## config.mk

```make
export PLATFORM = sky130hd
export DESIGN_NAME = seg7_scan_reader
export DESIGN_NICKNAME = d
export VERILOG_FILES = /design/src/rtl/seg7_scan_reader.sv
export SDC_FILE = /design/constraint.sdc
export NUM_CORES = 1
export LEC_CHECK = 0
export BUFFER_PORTS_ARGS = -buffer_cell sky130_fd_sc_hd__clkbuf_2
export CAP_MARGIN = 20
export CORE_ASPECT_RATIO = 1.1
export CORE_MARGIN = 2
export CORE_UTILIZATION = 60
export DETAILED_ROUTE_END_ITERATION = 10
export PLACE_DENSITY = 0.87
export SYNTH_ARGS = -nofsm -noshare
export SYNTH_HDL_FRONTEND = slang
export SYNTH_SLANG_ARGS = --single-unit
export TNS_END_PERCENT = 10
```

## constraint.sdc

```tcl
create_clock -name iClk -period 4.7 [get_ports iClk]
set_input_delay 0.47 -clock iClk [delete_from_list [all_inputs] [get_ports iClk]]
set_output_delay 0.47 -clock iClk [all_outputs]
set_load 0.02 [all_outputs]
```

## src/rtl/seg7_scan_reader.sv

```systemverilog
// ---------------------------------------------------------------------------
// seg7_scan_reader
//
// Reader side of a multiplexed, active-low 7-segment display bus. The
// anode-select and segment lines driven by a display scanner are registered
// every cycle. A pattern is captured only after it has stayed identical for
// STABLE_CYCLES consecutive samples. When captured, it is decoded back to
// BCD and written into a per-digit shadow of what the panel currently shows.
//
// Ports:
//   iClk        system clock (all state updates on its rising edge)
//   iRst_n      synchronous active-low reset
//   iAn         anode selects, active-low, bit i low selects digit i
//   iSeg        segment bus, active-low, bit order {g,f,e,d,c,b,a}
//   iClrErr     clears the sticky error flag
//   oDigits     decoded value of digit i on bits [4i+3:4i]
//               (4'hF = blank, 4'hE = illegal pattern)
//   oValidMask  bit i high when slot i holds a numeral 0-9
//   oUpdate     one-cycle pulse following every capture
//   oErr        sticky flag, set when an illegal segment pattern is captured
// ---------------------------------------------------------------------------
module seg7_scan_reader #(
   parameter int DIGITS        = 8,
   parameter int STABLE_CYCLES = 4
) (
   input  logic                  iClk,
   input  logic                  iRst_n,
   input  logic [DIGITS-1:0]     iAn,
   input  logic [6:0]            iSeg,
   input  logic                  iClrErr,
   output logic [4*DIGITS-1:0]   oDigits,
   output logic [DIGITS-1:0]     oValidMask,
   output logic                  oUpdate,
   output logic                  oErr
);

   localparam int              SAMPLE_W   = DIGITS + 7;
   localparam logic [3:0]      STABLE_LIM = 4'(STABLE_CYCLES);
   localparam logic [DIGITS-1:0] AN_ONE   = DIGITS'(1);

   logic [SAMPLE_W-1:0] sample_q, sample_d;
   logic [SAMPLE_W-1:0] prev_q, prev_d;
   logic [3:0]          run_q, run_d;
   logic                captured_q, captured_d;
   logic [4*DIGITS-1:0] digits_q, digits_d;
   logic [DIGITS-1:0]   valid_q, valid_d;
   logic                update_q, update_d;
   logic                err_q, err_d;

   logic [DIGITS-1:0]   an_sel;
   logic [6:0]          seg;
   logic                anode_legal;
   logic                same_sample;
   logic                capture;
   logic [3:0]          dec_val;
   logic                dec_valid;
   logic                dec_illegal;

   // Input sampling stage: the raw buses are registered every cycle, so
   // every later decision works on a clean, synchronous copy. The previous
   // sample is kept so the run counter can detect an unchanged pattern.
   always_comb begin
      sample_d = {iAn, iSeg};
      prev_d   = sample_q;
   end

   // Anode legality and the segment decode table. The anode bus is
   // inverted so the selected digit becomes a one-hot vector; a sample is
   // legal only when exactly one bit is set. The x & (x-1) trick clears the
   // lowest set bit, so a zero result means at most one bit was set.
   always_comb begin
      an_sel      = ~sample_q[SAMPLE_W-1:7];
      seg         = sample_q[6:0];
      anode_legal = (an_sel != '0) && ((an_sel & (an_sel - AN_ONE)) == '0);
      same_sample = (sample_q == prev_q);

      dec_val     = 4'hE;
      dec_valid   = 1'b0;
      dec_illegal = 1'b0;
      case (seg)
         7'b1000000: begin dec_val = 4'd0; dec_valid = 1'b1; end
         7'b1111001: begin dec_val = 4'd1; dec_valid = 1'b1; end
         7'b0100100: begin dec_val = 4'd2; dec_valid = 1'b1; end
         7'b0110000: begin dec_val = 4'd3; dec_valid = 1'b1; end
         7'b0011001: begin dec_val = 4'd4; dec_valid = 1'b1; end
         7'b0010010: begin dec_val = 4'd5; dec_valid = 1'b1; end
         7'b0000010: begin dec_val = 4'd6; dec_valid = 1'b1; end
         7'b1111000: begin dec_val = 4'd7; dec_valid = 1'b1; end
         7'b0000000: begin dec_val = 4'd8; dec_valid = 1'b1; end
         7'b0010000: begin dec_val = 4'd9; dec_valid = 1'b1; end
         7'b1111111: begin dec_val = 4'hF; end
         default:    begin dec_val = 4'hE; dec_illegal = 1'b1; end
      endcase
   end

   // Dwell tracking. A non-legal sample (blanking or several anodes low)
   // restarts everything. A changed legal pattern starts a new dwell with
   // a count of one. An unchanged legal pattern counts up and saturates.
   // The captured flag makes each dwell capture exactly once, even when
   // the scanner lingers far longer than STABLE_CYCLES.
   always_comb begin
      run_d      = run_q;
      captured_d = captured_q;
      capture    = 1'b0;

      if (!anode_legal) begin
         run_d      = 4'd0;
         captured_d = 1'b0;
      end else if (!same_sample) begin
         run_d      = 4'd1;
         captured_d = 1'b0;
      end else if (run_q != STABLE_LIM) begin
         run_d = run_q + 4'd1;
      end

      if (anode_legal && same_sample && (run_d == STABLE_LIM) && !captured_q) begin
         capture    = 1'b1;
         captured_d = 1'b1;
      end
   end

   // Shadow update. Only the slot whose anode is selected is written; all
   // other slots keep their value. The error flag is sticky, and a new
   // illegal capture takes priority over a clear on the same edge so that
   // no error event can be lost.
   always_comb begin
      digits_d = digits_q;
      valid_d  = valid_q;
      for (int i = 0; i < DIGITS; i++) begin
         if (capture && an_sel[i]) begin
            digits_d[4*i +: 4] = dec_val;
            valid_d[i]         = dec_valid;
         end
      end

      update_d = capture;

      if (capture && dec_illegal) begin
         err_d = 1'b1;
      end else if (iClrErr) begin
         err_d = 1'b0;
      end else begin
         err_d = err_q;
      end
   end

   // State registers with synchronous active-low reset. The sample
   // registers reset to all ones, which reads as a blanked, non-legal bus.
   always_ff @(posedge iClk) begin
      if (!iRst_n) begin
         sample_q   <= '1;
         prev_q     <= '1;
         run_q      <= 4'd0;
         captured_q <= 1'b0;
         digits_q   <= '1;
         valid_q    <= '0;
         update_q   <= 1'b0;
         err_q      <= 1'b0;
      end else begin
         sample_q   <= sample_d;
         prev_q     <= prev_d;
         run_q      <= run_d;
         captured_q <= captured_d;
         digits_q   <= digits_d;
         valid_q    <= valid_d;
         update_q   <= update_d;
         err_q      <= err_d;
      end
   end

   assign oDigits    = digits_q;
   assign oValidMask = valid_q;
   assign oUpdate    = update_q;
   assign oErr       = err_q;

endmodule

```

* Word-level counts from Yosys, hierarchy flattened
Index checks and enable logic that the tools add are counted.
** Word-level totals
- ROM bits :: 0
- RAM bits :: 0
- Word-level logic and storage cells :: 72
- Latch bits :: 0
- Memories kept :: 0
- Register bits after elaboration :: 77
** Operators by class
- Bitwise gates (word level) :: 2
- $lt $le $gt $ge :: 0
- Add/sub/neg operators :: 2
- Multiplexer cells :: 12
- Shift-type cells :: 0
- Equality and inequality tests :: 14
- Div/mod/pow operators :: 0
- Reductions and logical operators :: 20
- Multiply operators :: 0
** Operators with widths (count)
- 4-bit case mux with 11 select lines :: 1
- 7-bit equality test, second input constant :: 4
- 7-bit by 5-bit equality test with 1-bit output, second input constant :: 3
- 15-bit equality test :: 1
- 7-bit by 6-bit equality test with 1-bit output, second input constant :: 2
- 1-bit logical AND :: 13
- 4-bit two-way mux :: 3
- 11-bit OR reduction :: 1
- 10-bit OR reduction :: 1
- 8-bit bitwise AND :: 1
- 8-bit logical NOT :: 1
- 1-bit two-way mux :: 8
- 8-bit NOT :: 1
- 8-bit nonzero test :: 1
- 8-bit by 1-bit subtractor with 8-bit output, second input constant :: 1
- 7-bit by 2-bit equality test with 1-bit output, second input constant :: 1
- 7-bit logical NOT :: 1
- 4-bit by 1-bit adder with 4-bit output, second input constant :: 1
- 4-bit by 3-bit equality test with 1-bit output, second input constant :: 1
- 4-bit by 3-bit inequality test with 1-bit output, second input constant :: 1
- 3-bit by 2-bit inequality test with 1-bit output, second input constant :: 1
- 2-bit nonzero test :: 1
- 1-bit logical NOT :: 1

* Longest topological paths before layout
Gate-level depths: netlist of run 1.
- Word-level depth :: 12
- Gate-level depth with buffers :: 10
- Gate-level depth less buffers :: 7

* Least setup slack after synthesis of run 1
OpenSTA, ideal clock, no wires.
- Path kind :: register -> register
- Start :: register run_q[0]
- End :: register digits_q[0] (netlist: oDigits[0])
- Stages on the path, launching flop included :: 11
- Data arrival time :: 2.046 ns
- Library setup time :: 0.073 ns
- Slack :: 2.581 ns
- Path buffers :: 3
- Clock period less this slack :: 2.119 ns
- Cells stage by stage :: dfxtp_1 -> buf_2 -> inv_1 -> ha_1 -> nor2b_1 -> o211a_1 -> buf_2 -> nor4b_1 -> and4_1 -> buf_2 -> mux2i_1
** On the way
- Word-level cells in the longest chain between the ends :: 9
** Ends and longest elaborated chain
- from (decl) :: line 43 : logic [3:0] run_q, run_d;
- from (signal assigned) :: line 162 : run_q <= run_d;
- 4-bit by 1-bit adder with 4-bit output or 4-bit by 3-bit inequality test with 1-bit output (tied branches) :: line 113, 112
- 4-bit two-way mux (*) :: line 112 : end else if (run_q != STABLE_LIM) begin
- 4-bit two-way mux (*) :: line 109 : end else if (!same_sample) begin
- 4-bit two-way mux (*) :: line 106 : if (!anode_legal) begin
- 4-bit by 3-bit equality test with 1-bit output (*) :: line 116 : if (anode_legal && same_sample && (run_d == STABLE_LIM) && !captured_q) begin
- 1-bit logical AND (*) (2 in a row) :: line 116
- 1-bit two-way mux (*) :: line 116
- 1-bit logical AND (*) :: line 130 : if (capture && an_sel[i]) begin
- to (signal assigned) :: line 164 : digits_q <= digits_d;
- to (decl) :: line 45 : logic [4*DIGITS-1:0] digits_q, digits_d;
Mark *: on every way between the ends. The rest lies on a longest branch, timed or not.
A chain may end at the register's enable or synchronous reset.

* Final worst setup path of run 1
- Start :: register sample_q[8] (netlist: prev_d[8])
- End :: register digits_q[3] (netlist: oDigits[3])
** On the way
- Word-level cells in the longest chain between the ends :: 11
** Ends and longest elaborated chain
- from (decl) :: line 41 : logic [SAMPLE_W-1:0] sample_q, sample_d;
- from (signal assigned) :: line 160 : sample_q <= sample_d;
- 8-bit NOT :: line 72 : an_sel = ~sample_q[SAMPLE_W-1:7];
- 8-bit by 1-bit subtractor with 8-bit output :: line 74 : anode_legal = (an_sel != '0) && ((an_sel & (an_sel - AN_ONE)) == '0);
- 8-bit bitwise AND :: line 74
- 8-bit logical NOT :: line 74
- 1-bit logical AND :: line 74
- 4-bit two-way mux :: line 106
- 4-bit by 3-bit equality test with 1-bit output :: line 116
- 1-bit logical AND (*) (2 in a row) :: line 116
- 1-bit two-way mux (*) :: line 116
- 1-bit logical AND (*) :: line 130
Marked as above.

==> metrics.md, run 1 <==
| Metric | Value |
|---|---|
| Hold_ws | `0.2932 ns` |
| HP Class | `in -> reg` |
| Setup crit start kind | `flip-flop` |
| Final RePlAce weighted congestion | `between 0.8 and 0.9` |
| Synth Warn # | `0` |
| Initial cell density of the core | `61.72%` |
| Post-CTS Setup Bufs | `0` |
| Placed cell area | `3832 um^2` |
| #FFs+latches synth | `77` |
| Layout area overhead | `14.07%` |
| Max Freq | `0.3782 GHz` |
| Asr flop ratio synth | `0%` |
| Final nets | `a little over 400` |
| Inst Count DP | `around 450` |
| Register area share after synthesis | `about 44%` |
| Pins Over Slew Limit | `0` |
| Die height | `between 80 and 90 um` |
| Synth Cell Area | `around 3500 um^2` |
| Number of synthesized flops with an enable pin | `0` |
| Reg2reg end | `oDigits[3]` |
| Power Dens Cells | `~320 nW/um^2` |
| Clock root buffer | `clkbuf_8` |
| Distinct cells, synth | `53` |
| Setup Skew | `approximately 0.010 ns` |
| Reg-to-reg slack, setup | `just over 2 ns` |
| Final Util | `a little over 70%` |
| Number of global-route vias before repair | `around 2400` |
| Min cycle time layout | `roughly 2.6 ns` |
| Final std cells w/o fill | `470` |
| Final instance area | `slightly above 4000 um^2` |
| Die width | `77.22 um` |
| Global route overflow | `0` |
| Final hold violation count | `0` |
| Final setup fails | `0` |
| Final TNS setup | `0 ns` |
| Largest net degree at the start of global routing | `46` |
| Hold_sp | `iSeg[5]` |
| Post-synthesis area per instance | `around 10 um^2` |
| Hold Path End | `prev_d[5]` |
| Filler Cells Inserted | `around 460` |
| Status | `complete, no violations` |
| Path type of the worst setup path | `reg -> reg` |
| Gr usage total | `roughly 22%` |
| Resize count post-CTS | `0` |
| FF-to-FF Start | `prev_d[8]` |
| Routed wire per std cell | `about 14 um` |
| Clk Latency, worst-skew pair | `0.35 ns` |
| Crit. End Element | `flip-flop` |
| Syn_nets | `361` |
| RSZ-0062 raised after global routing | `false` |
| Post-synthesis cell count | `about 340` |
| Worst r2r path cells | `5` |
| Top_reg_cell synth | `dfxtp_1` |
| CP Data Required Time | `roughly 5.0 ns` |
| Crit path arrival time | `2.92 ns` |
| Leakage | `around 1.8 nW` |
| Port-buffer cells | `59` |
| Final wirelength | `about 6.7 mm` |
| Post-route antenna net violation count | `0` |
| Vias/cell | `between 5 and 6` |
| Most common cell after layout, fill and taps aside | `dfxtp_1` |
| Crit Path Max Fanout | `11` |
| Hold Path Depth | `2` |
| CORE AREA | `roughly 5700 um^2` |
| Fin crit share | `56.25%` |
| Hold_buf cts | `0` |
| Row cnt | `29` |
| Max_cap viols | `0` |
| I/O Pins | `60` |
| Worst Tran Pin Value | `between 1 and 1.5 ns` |
| Max VDD drop | `between 0.2 and 0.3 mV` |
| Num CTS Buffers | `9` |
| Longest Clk Path Bufs | `2` |
| Die area | `around 6500 um^2` |
| CTS H-tree depth | `3` |
| Slew headroom | `~27%` |
| Pre-antenna DRT Iters | `4` |
| Post-DP HPWL | `4.719 mm` |
| Drt first-iter violations | `101` |
| CTS tree | `done` |
| Via count | `2565` |
| Initial antenna violation count | `0` |
| First-pass GRT wire length | `between 10 and 15 mm` |
| Clock sink count | `77` |
| Most frequent cells in the layout | `dfxtp_1, clkbuf_2, mux2i_1` |
| Ant. Diodes | `0` |
| Clock-pin slew on the worst setup and hold paths | `roughly 0.080 ns` |
| Layout cells sized above 1 | `between 20% and 30%` |
| # DRC | `0` |
[Yosys cell counts (2+ instances only)]
| cell | number | area [um^2] |
|---|---|---|
| a21oi_1 | 4 | 20.02 |
| inv_1 | 3 | 11.26 |
| nand4_1 | 8 | 50.05 |
| dfxtp_1 | 77 | 1541 |
| nor4b_2 | 7 | 105.1 |
| and3_1 | 2 | 12.51 |
| nand3_1 | 7 | 35.03 |
| nor3_1 | 7 | 35.03 |
| buf_4 | 2 | 15.01 |
| and4b_1 | 2 | 20.02 |
| nor3b_1 | 2 | 15.01 |
| buf_2 | 9 | 45.04 |
| clkbuf_1 | 12 | 45.04 |
| nor4_2 | 2 | 25.02 |
| nand2_1 | 17 | 63.81 |
| mux2i_1 | 40 | 400.4 |
| nand4_4 | 7 | 148.9 |
| xor2_1 | 5 | 43.79 |
| nor2_1 | 15 | 56.30 |
| nor2b_1 | 36 | 225.2 |
| nand2b_1 | 32 | 200.2 |
| xnor2_1 | 13 | 113.9 |
| ha_1 | 2 | 25.02 |
[routing by layer]
metal | GRT usage, % | part of all wire, %
met5 | 0 | 0
met4 | 9.416 | 1.7
met3 | 5.806 | 4.3
met2 | 37.08 | 52
met1 | 26.89 | 42
[area by class of cell]
class	instances	area [um^2]	share of cell area (%)
multi-input combinational	236	1873	46.40
sequential	77	1541	38.19
tap	77	96.34	2.387
clock inverter	7	80.08	1.984
inverter	3	11.26	0.2790
clock buffer	9	123.9	3.069
timing repair buffer	61	310.3	7.688
[power breakdown]
group          switching [W]  internal [W]  total, W
sequential         0.0000199      0.000665  0.000684
clock               0.000260      0.000252  0.000511
combinational      0.0000579     0.0000447  0.000103
[flip-flops by register name (all words and copies together) (netlist names)]
name / flops
prev_d: 15
captured_q: 1
prev_q: 15
oUpdate: 1
oDigits: 32
run_q: 4
oErr: 1
oValidMask: 8
[kinds of logic (layout without fill, tap and decap cells)]
kind of cell | Yosys count | in the layout | synth area share, %
and+or+nand+nor | 155 | 155 | 30.62
DFF | 77 | 77 | 43.56
muxes | 41 | 41 | 11.74
buffers and inverters | 28 | 80 | 3.748
AOI/OAI and AO/OA | 19 | 19 | 4.880
xor gates and xnor gates | 18 | 18 | 4.455
adders and majority gates | 3 | 3 | 0.9900
[worst max-delay path: stages, from the launching register on]
cell and delay, ns:
dfxtp_1 0.43, and4_4 0.27, mux2_4 0.30, a32oi_2 0.85, and4_1 0.49, mux2i_1 0.22
[per-stage QoR]
stage          worst slack [ns]  power (W)
2_1_floorplan             2.581  0.0007828
3_3_place_gp              2.128  0.0007990
3_5_place_dp              2.066  0.0008018
4_1_cts                   2.056   0.001313
5_1_grt                   1.929   0.001352
6_report                  2.056   0.001298
[how the worst max path moves through the flow]
| stage | start | endpoint | slack (ns) | cells past startpoint |
|---|---|---|---|---|
| after floorplan | run_q[0] | oDigits[0] | 2.58 | 10 |
| after global placement | prev_d[8] | oDigits[2] | 2.13 | 5 |
| after detailed placement | prev_d[8] | oDigits[2] | 2.07 | 5 |
| after CTS | prev_d[8] | oDigits[3] | 2.06 | 5 |
| after global routing | prev_d[10] | oDigits[0] | 1.93 | 5 |
| final | prev_d[8] | oDigits[3] | 2.06 | 5 |
Note: power is estimated with default switching activity, not from simulation.
==> inputs of run 2 (changes only) <==
Settings changed: CORE_UTILIZATION 60 to 50, PLACE_DENSITY 0.87 to 0.78.
Clock period 4.7 ns to 2.2 ns, I/O delays scaled along.
==> run 2 against run 1 <==
  * Utilization down 10 points
  * First-iteration DRC count up 21%
  * Sequential power up 110%
  * Largest power group unchanged
  * Wire length up 6.0%
  * Final cell count up 4.0%
  * Clock skew down 0.0037 ns
==> metrics.md, run 2 (synthesis results as in run 1) <==
| Metric | Value |
|---|---|
| Hold_ws | `0.04175 ns` |
| Most common cell after layout, fill and taps aside | `dfxtp_1` |
| Clk Latency, worst-skew pair | `between 0.3 and 0.4 ns` |
| Post-route antenna net violation count | `0` |
| Total Power | `approximately 0.0028 W` |
| FF-to-FF Start | `prev_d[9]` |
| Setup Skew | `approximately 0.0063 ns` |
| Post-DP HPWL | `approximately 4.9 mm` |
| Routed wire per std cell | `14.43 um` |
| Ant. Diodes | `0` |
| Hold_buf cts | `0` |
| Final RePlAce weighted congestion | `between 0.8 and 0.9` |
| Status | `complete, no violations` |
| Layout cells sized above 1 | `29.95%` |
| Gr usage total | `a little under a fifth` |
| Final std cells w/o fill | `slightly below 500` |
| Reg2reg end | `oDigits[12]` |
| Clock root buffer | `clkbuf_8` |
| Reg-to-reg slack, setup | `about 0.099 ns` |
| CORE AREA | `roughly 7000 um^2` |
| Area of the multi-input gates | `around 1900 um^2` |
| Final wirelength | `7.058 mm` |
| RSZ-0062 raised after global routing | `false` |
| Slew headroom | `57.56%` |
| Max FFs per register | `32` |
| Die height | `between 90 and 100 um` |
| Via count | `~2600` |
| Storage element area | `1544 um^2` |
| Final hold violation count | `0` |
| # DRC | `0` |
| Most frequent cells in the layout | `dfxtp_1, clkbuf_2, mux2i_1` |
| Max_cap viols | `0` |
| Layout area overhead | `18.21%` |
| Pins Over Slew Limit | `0` |
| Min cycle time layout | `~2.1 ns` |
| CP peak stage delay | `between 0.4 and 0.5 ns` |
| Crit Path Max Fanout | `7` |
| Row cnt | `32` |
| Final setup fails | `0` |
| Crit path arrival time | `roughly 2.3 ns` |
| Final worst slack | `a little under 0.1 ns` |
| Die area | `about 7800 um^2` |
| Final nets | `around 420` |
| Largest net degree at the start of global routing | `45` |
| Post-Place Worst Slack | `-0.1050 ns` |
| Hold Path End | `prev_d[0]` |
| Num CTS Buffers | `9` |
| Drt first-iter violations | `between 100 and 150` |
| Inst Count DP | `around 470` |
| Number of global-route vias before repair | `around 2400` |
| Path type of the worst setup path | `reg -> reg` |
| Longest Clk Path Bufs | `2` |
| Initial cell density of the core | `between 50% and 60%` |
| I/O Pins | `60` |
| Vias/cell | `roughly 5.3` |
| Power Dens Cells | `676.4 nW/um^2` |
| Global route overflow | `0` |
| Leakage | `around 1.8 nW` |
| First-pass GRT wire length | `around 12 mm` |
| Filler Cells Inserted | `approximately 590` |
| CTS tree | `done` |
| Port-buffer cells | `59` |
| Worst Tran Pin Value | `about 0.64 ns` |
| Worst r2r path cells | `6` |
| CTS H-tree depth | `3` |
| Slowest stage cell, crit path | `dfxtp_1` |
| Pre-antenna DRT Iters | `4` |
| Hold Path Depth | `2` |
| Clock-pin slew on the worst setup and hold paths | `roughly 0.080 ns` |
| Initial antenna violation count | `0` |
| Hold_sp | `iSeg[0]` |
| Fin crit share | `about 96%` |
| Crit. End Element | `flip-flop` |
| Setup crit start kind | `flip-flop` |
| CP Data Required Time | `roughly 2.4 ns` |
| HP Class | `in -> reg` |
| Clock sink count | `77` |
| Max Freq | `approximately 0.48 GHz` |
| Max VDD drop | `0.3907 mV` |
| Worst-path cell chain | `and4_4 -> mux2_4 -> a32oi_2 -> buf_12 -> nand4_4 -> mux2i_1` |
| Die width | `84.21 um` |
==> run 2: cell count changes in the layout (fill, tap and decap cells not counted), moves of 2 or more <==
cell	before	now
dfxtp_1	77	75
buf_4	2	10
buf_12	0	3
dfxtp_2	0	2
==> run 2: area by class of cell <==
class,count,share of cell area [%]
timing repair buffer,72,10.29
tap,85,2.543
clock buffer,10,3.290
inverter,3,0.2692
clock inverter,6,1.645
multi-input combinational,236,45.05
sequential,77,36.91
==> run 2: layer usage <==
layer,vias up,share of wire [%],global-route usage [%]
met2,81,47,30.36
met1,1217,46,24.73
met4,0,2.5,7.796
met3,16,4.3,3.870
met5,-,0,0
li1,1295,-,-
==> run 2: critical path, delay by kind of cell (launching register included) <==
family	cells	cell delay, ns
AO/OA/AOI/OAI	1	0.36
buffers and inverters	1	0.20
flip-flops	1	0.47
multiplexers	2	0.48
AND/OR/NAND/NOR	2	0.47
==> run 2: what timing repair did <==
| item | CTS | global route |
|---|---|---|
| gates resized for setup | 3 | 4 |
| setup endpoints to repair | 6 | 41 |
| setup buffers | 0 | 0 |
==> run 2: stage by stage <==
step	area (um^2)	util (%)	TNS, ns
after global placement	3963	57.21	0
after global routing	4183	60.39	0
after floorplan	3538	-	0
after CTS	4172	60.22	0
final	4183	60.39	0
after detailed placement	3963	57.21	-0.3394
==> run 2: worst max path at each step <==
| stage | from | to | slack, ns | cells after the start |
|---|---|---|---|---|
| floorplan | run_q[0] | oDigits[0] | 0.08 | 10 |
| global placement | run_q[0] | oDigits[3] | 0.04 | 7 |
| detailed placement | run_q[0] | oDigits[0] | -0.11 | 7 |
| CTS | run_q[0] | oDigits[0] | 0.008 | 7 |
| global route | run_q[0] | oValidMask[6] | 0.02 | 7 |
| finish | prev_d[9] | oDigits[12] | 0.1 | 6 |
==> run 2: report_power, final <==
group	switching [W]	total [W]	internal [W]
sequential	0.0000390	0.00146	0.00142
combinational	0.000139	0.000262	0.000123
clock	0.000545	0.00111	0.000563
==> inputs of run 3 (changes only) <==
Settings changed: PLACE_DENSITY 0.78 to 0.75, REMOVE_ABC_BUFFERS from default to 1.
Clock period 2.2 ns to 2.3 ns, I/O delays scaled along.
==> run 3 against run 2 <==
  * Clock-buffer cell count is 1 higher
  * First-iteration DRC count decreased by 16%
  * Power decreased by 4.0%
  * Via count is 0.77% lower
==> metrics.md, run 3 (synthesis results as in run 1) <==
| Metric | Value |
|---|---|
| Post-CTS Setup Bufs | `0` |
| Layout cells sized above 1 | `29.14%` |
| Largest net degree at the start of global routing | `between 70 and 80` |
| Final hold violation count | `0` |
| Worst-path cell chain | `inv_1 -> ha_1 -> nor2b_1 -> o211a_2 -> nor4b_2 -> nand4_4 -> mux2i_1` |
| # DRC | `0` |
| Post-DP HPWL | `about 5.0 mm` |
| Clock sink count | `between 70 and 80` |
| Hold Path Depth | `2` |
| Longest Clk Path Bufs | `2` |
| Worst Setup SP | `run_q[0]` |
| Final nets | `420` |
| Post-route antenna net violation count | `0` |
| Initial antenna violation count | `0` |
| Worst path bufs/invs | `1` |
| Critical path depth | `7` |
| Power Dens Cells | `approximately 650 nW/um^2` |
| Final TNS setup | `0 ns` |
| Hold_buf cts | `0` |
| Initial cell density of the core | `51.08%` |
| Crit. End Element | `flip-flop` |
| Path type of the worst setup path | `reg -> reg` |
| Via count | `2589` |
| FF-to-FF Start | `run_q[0]` |
| Filler Cells Inserted | `585` |
| Global route overflow | `0` |
| Drt first-iter violations | `between 100 and 150` |
| Final RePlAce weighted congestion | `around 0.83` |
| Gr usage total | `between 10% and 20%` |
| Max_cap viols | `0` |
| Final wirelength | `7.125 mm` |
| Clk Latency, worst-skew pair | `between 0.3 and 0.4 ns` |
| Max VDD drop | `between 0.3 and 0.4 mV` |
| Reg-to-reg slack, setup | `between 0.1 and 0.15 ns` |
| HP Class | `in -> reg` |
| Clock-pin slew on the worst setup and hold paths | `~0.090 ns` |
| Max FFs per register | `32` |
| Status | `complete, no violations` |
| Most common cell after layout, fill and taps aside | `dfxtp_1` |
| Min cycle time layout | `approximately 2.2 ns` |
| RSZ-0062 raised after global routing | `false` |
| Worst r2r path cells | `7` |
| Routed wire per std cell | `around 15 um` |
| Row cnt | `32` |
| Setup crit start kind | `flip-flop` |
| Fin crit share | `93.97%` |
| Slew headroom | `44.51%` |
| Slowest stage cell, crit path | `dfxtp_1` |
| CP peak stage delay | `0.42 ns` |
| Number of global-route vias before repair | `~2500` |
| CORE AREA | `between 6000 and 7000 um^2` |
| Pins Over Slew Limit | `0` |
| Ant. Diodes | `0` |
| Pre-antenna DRT Iters | `4` |
| Die height | `92.23 um` |
| CP top delay family | `simple AND/OR/NAND/NOR gates` |
| Most frequent cells in the layout | `dfxtp_1, clkbuf_2, mux2i_1` |
| Port-buffer cells | `59` |
| Crit path arrival time | `roughly 2.4 ns` |
| Layout area overhead | `17.29%` |
| Worst Tran Pin Value | `a little over 0.8 ns` |
| First-pass GRT wire length | `11.96 mm` |
| Final worst slack | `~0.14 ns` |
| CTS H-tree depth | `3` |
| CP Data Required Time | `2.51 ns` |
| Die area | `7767 um^2` |
| Die width | `84.21 um` |
| Num CTS Buffers | `9` |
| Leakage | `1.838 nW` |
| Setup Skew | `around 0.010 ns` |
| CTS tree | `done` |
| Clock root buffer | `clkbuf_8` |
| Max Freq | `0.4627 GHz` |
| Post-Place Worst Slack | `roughly 0.025 ns` |
| Crit Path Max Fanout | `10` |
| Vias/cell | `around 5.3` |
| Final setup fails | `0` |
| Hold_sp | `iAn[6]` |
| I/O Pins | `60` |
run 3: layout make-up:
type                    count  area (um^2)  area share (%)
well taps                  85        106.4           2.563
multi-input cells         236         1876           45.19
clock inverters             5        63.81           1.538
clock buffers              11        151.4           3.648
inverters                   3        11.26          0.2713
repair buffers             73        400.4           9.647
flip-flops and latches     77         1541           37.14
run 3: worst register-to-register path: stages, from the launching register on:
cell     delay [ns]
dfxtp_1        0.42
inv_1          0.07
ha_1           0.20
nor2b_1        0.17
o211a_2        0.37
nor4b_2        0.42
nand4_4        0.21
mux2i_1        0.16
run 3: power by group:
part | leakage (nW) | internal, W | switching (W)
clock network | 0.107 | 0.000572 | 0.000516
logic | 1.10 | 0.000105 | 0.000130
registers | 0.629 | 0.00136 | 0.0000348
run 3: worst paths after layout:
| kind | endpoint |
|---|---|
| worst max-delay path | oDigits[4] |
| worst min-delay path | prev_d[13] |
| worst max register to register | oDigits[4] |
| worst min register to register | oValidMask[0] |
run 3: repair_timing:
item	in CTS	in global routing
endpoints found under the setup margin	0	11
hold endpoints to repair	0	0
gates resized for setup	0	3
run 3: routing by layer:
metal / up-vias / part of all wire (%) / GRT usage (%)
met3: 11 / 4.3 / 3.960
met1: 1217 / 45 / 24.75
li1: 1292 / - / -
met4: 0 / 2.2 / 8.737
met2: 69 / 49 / 31.28
met5: - / 0 / 0
run 3: stage by stage:
stage	instances	utilization [%]	hold WS, ns	power (W)	instance area (um^2)
after detailed placement	474	56.77	0.4136	0.001659	3933
final	490	59.92	0.04760	0.002717	4150
after CTS	490	59.88	0.04504	0.002735	4148
after floorplan	316	-	0.3030	0.001570	3417
after global placement	474	56.77	0.4097	0.001654	3933
after global routing	490	59.92	0.04443	0.002826	4150
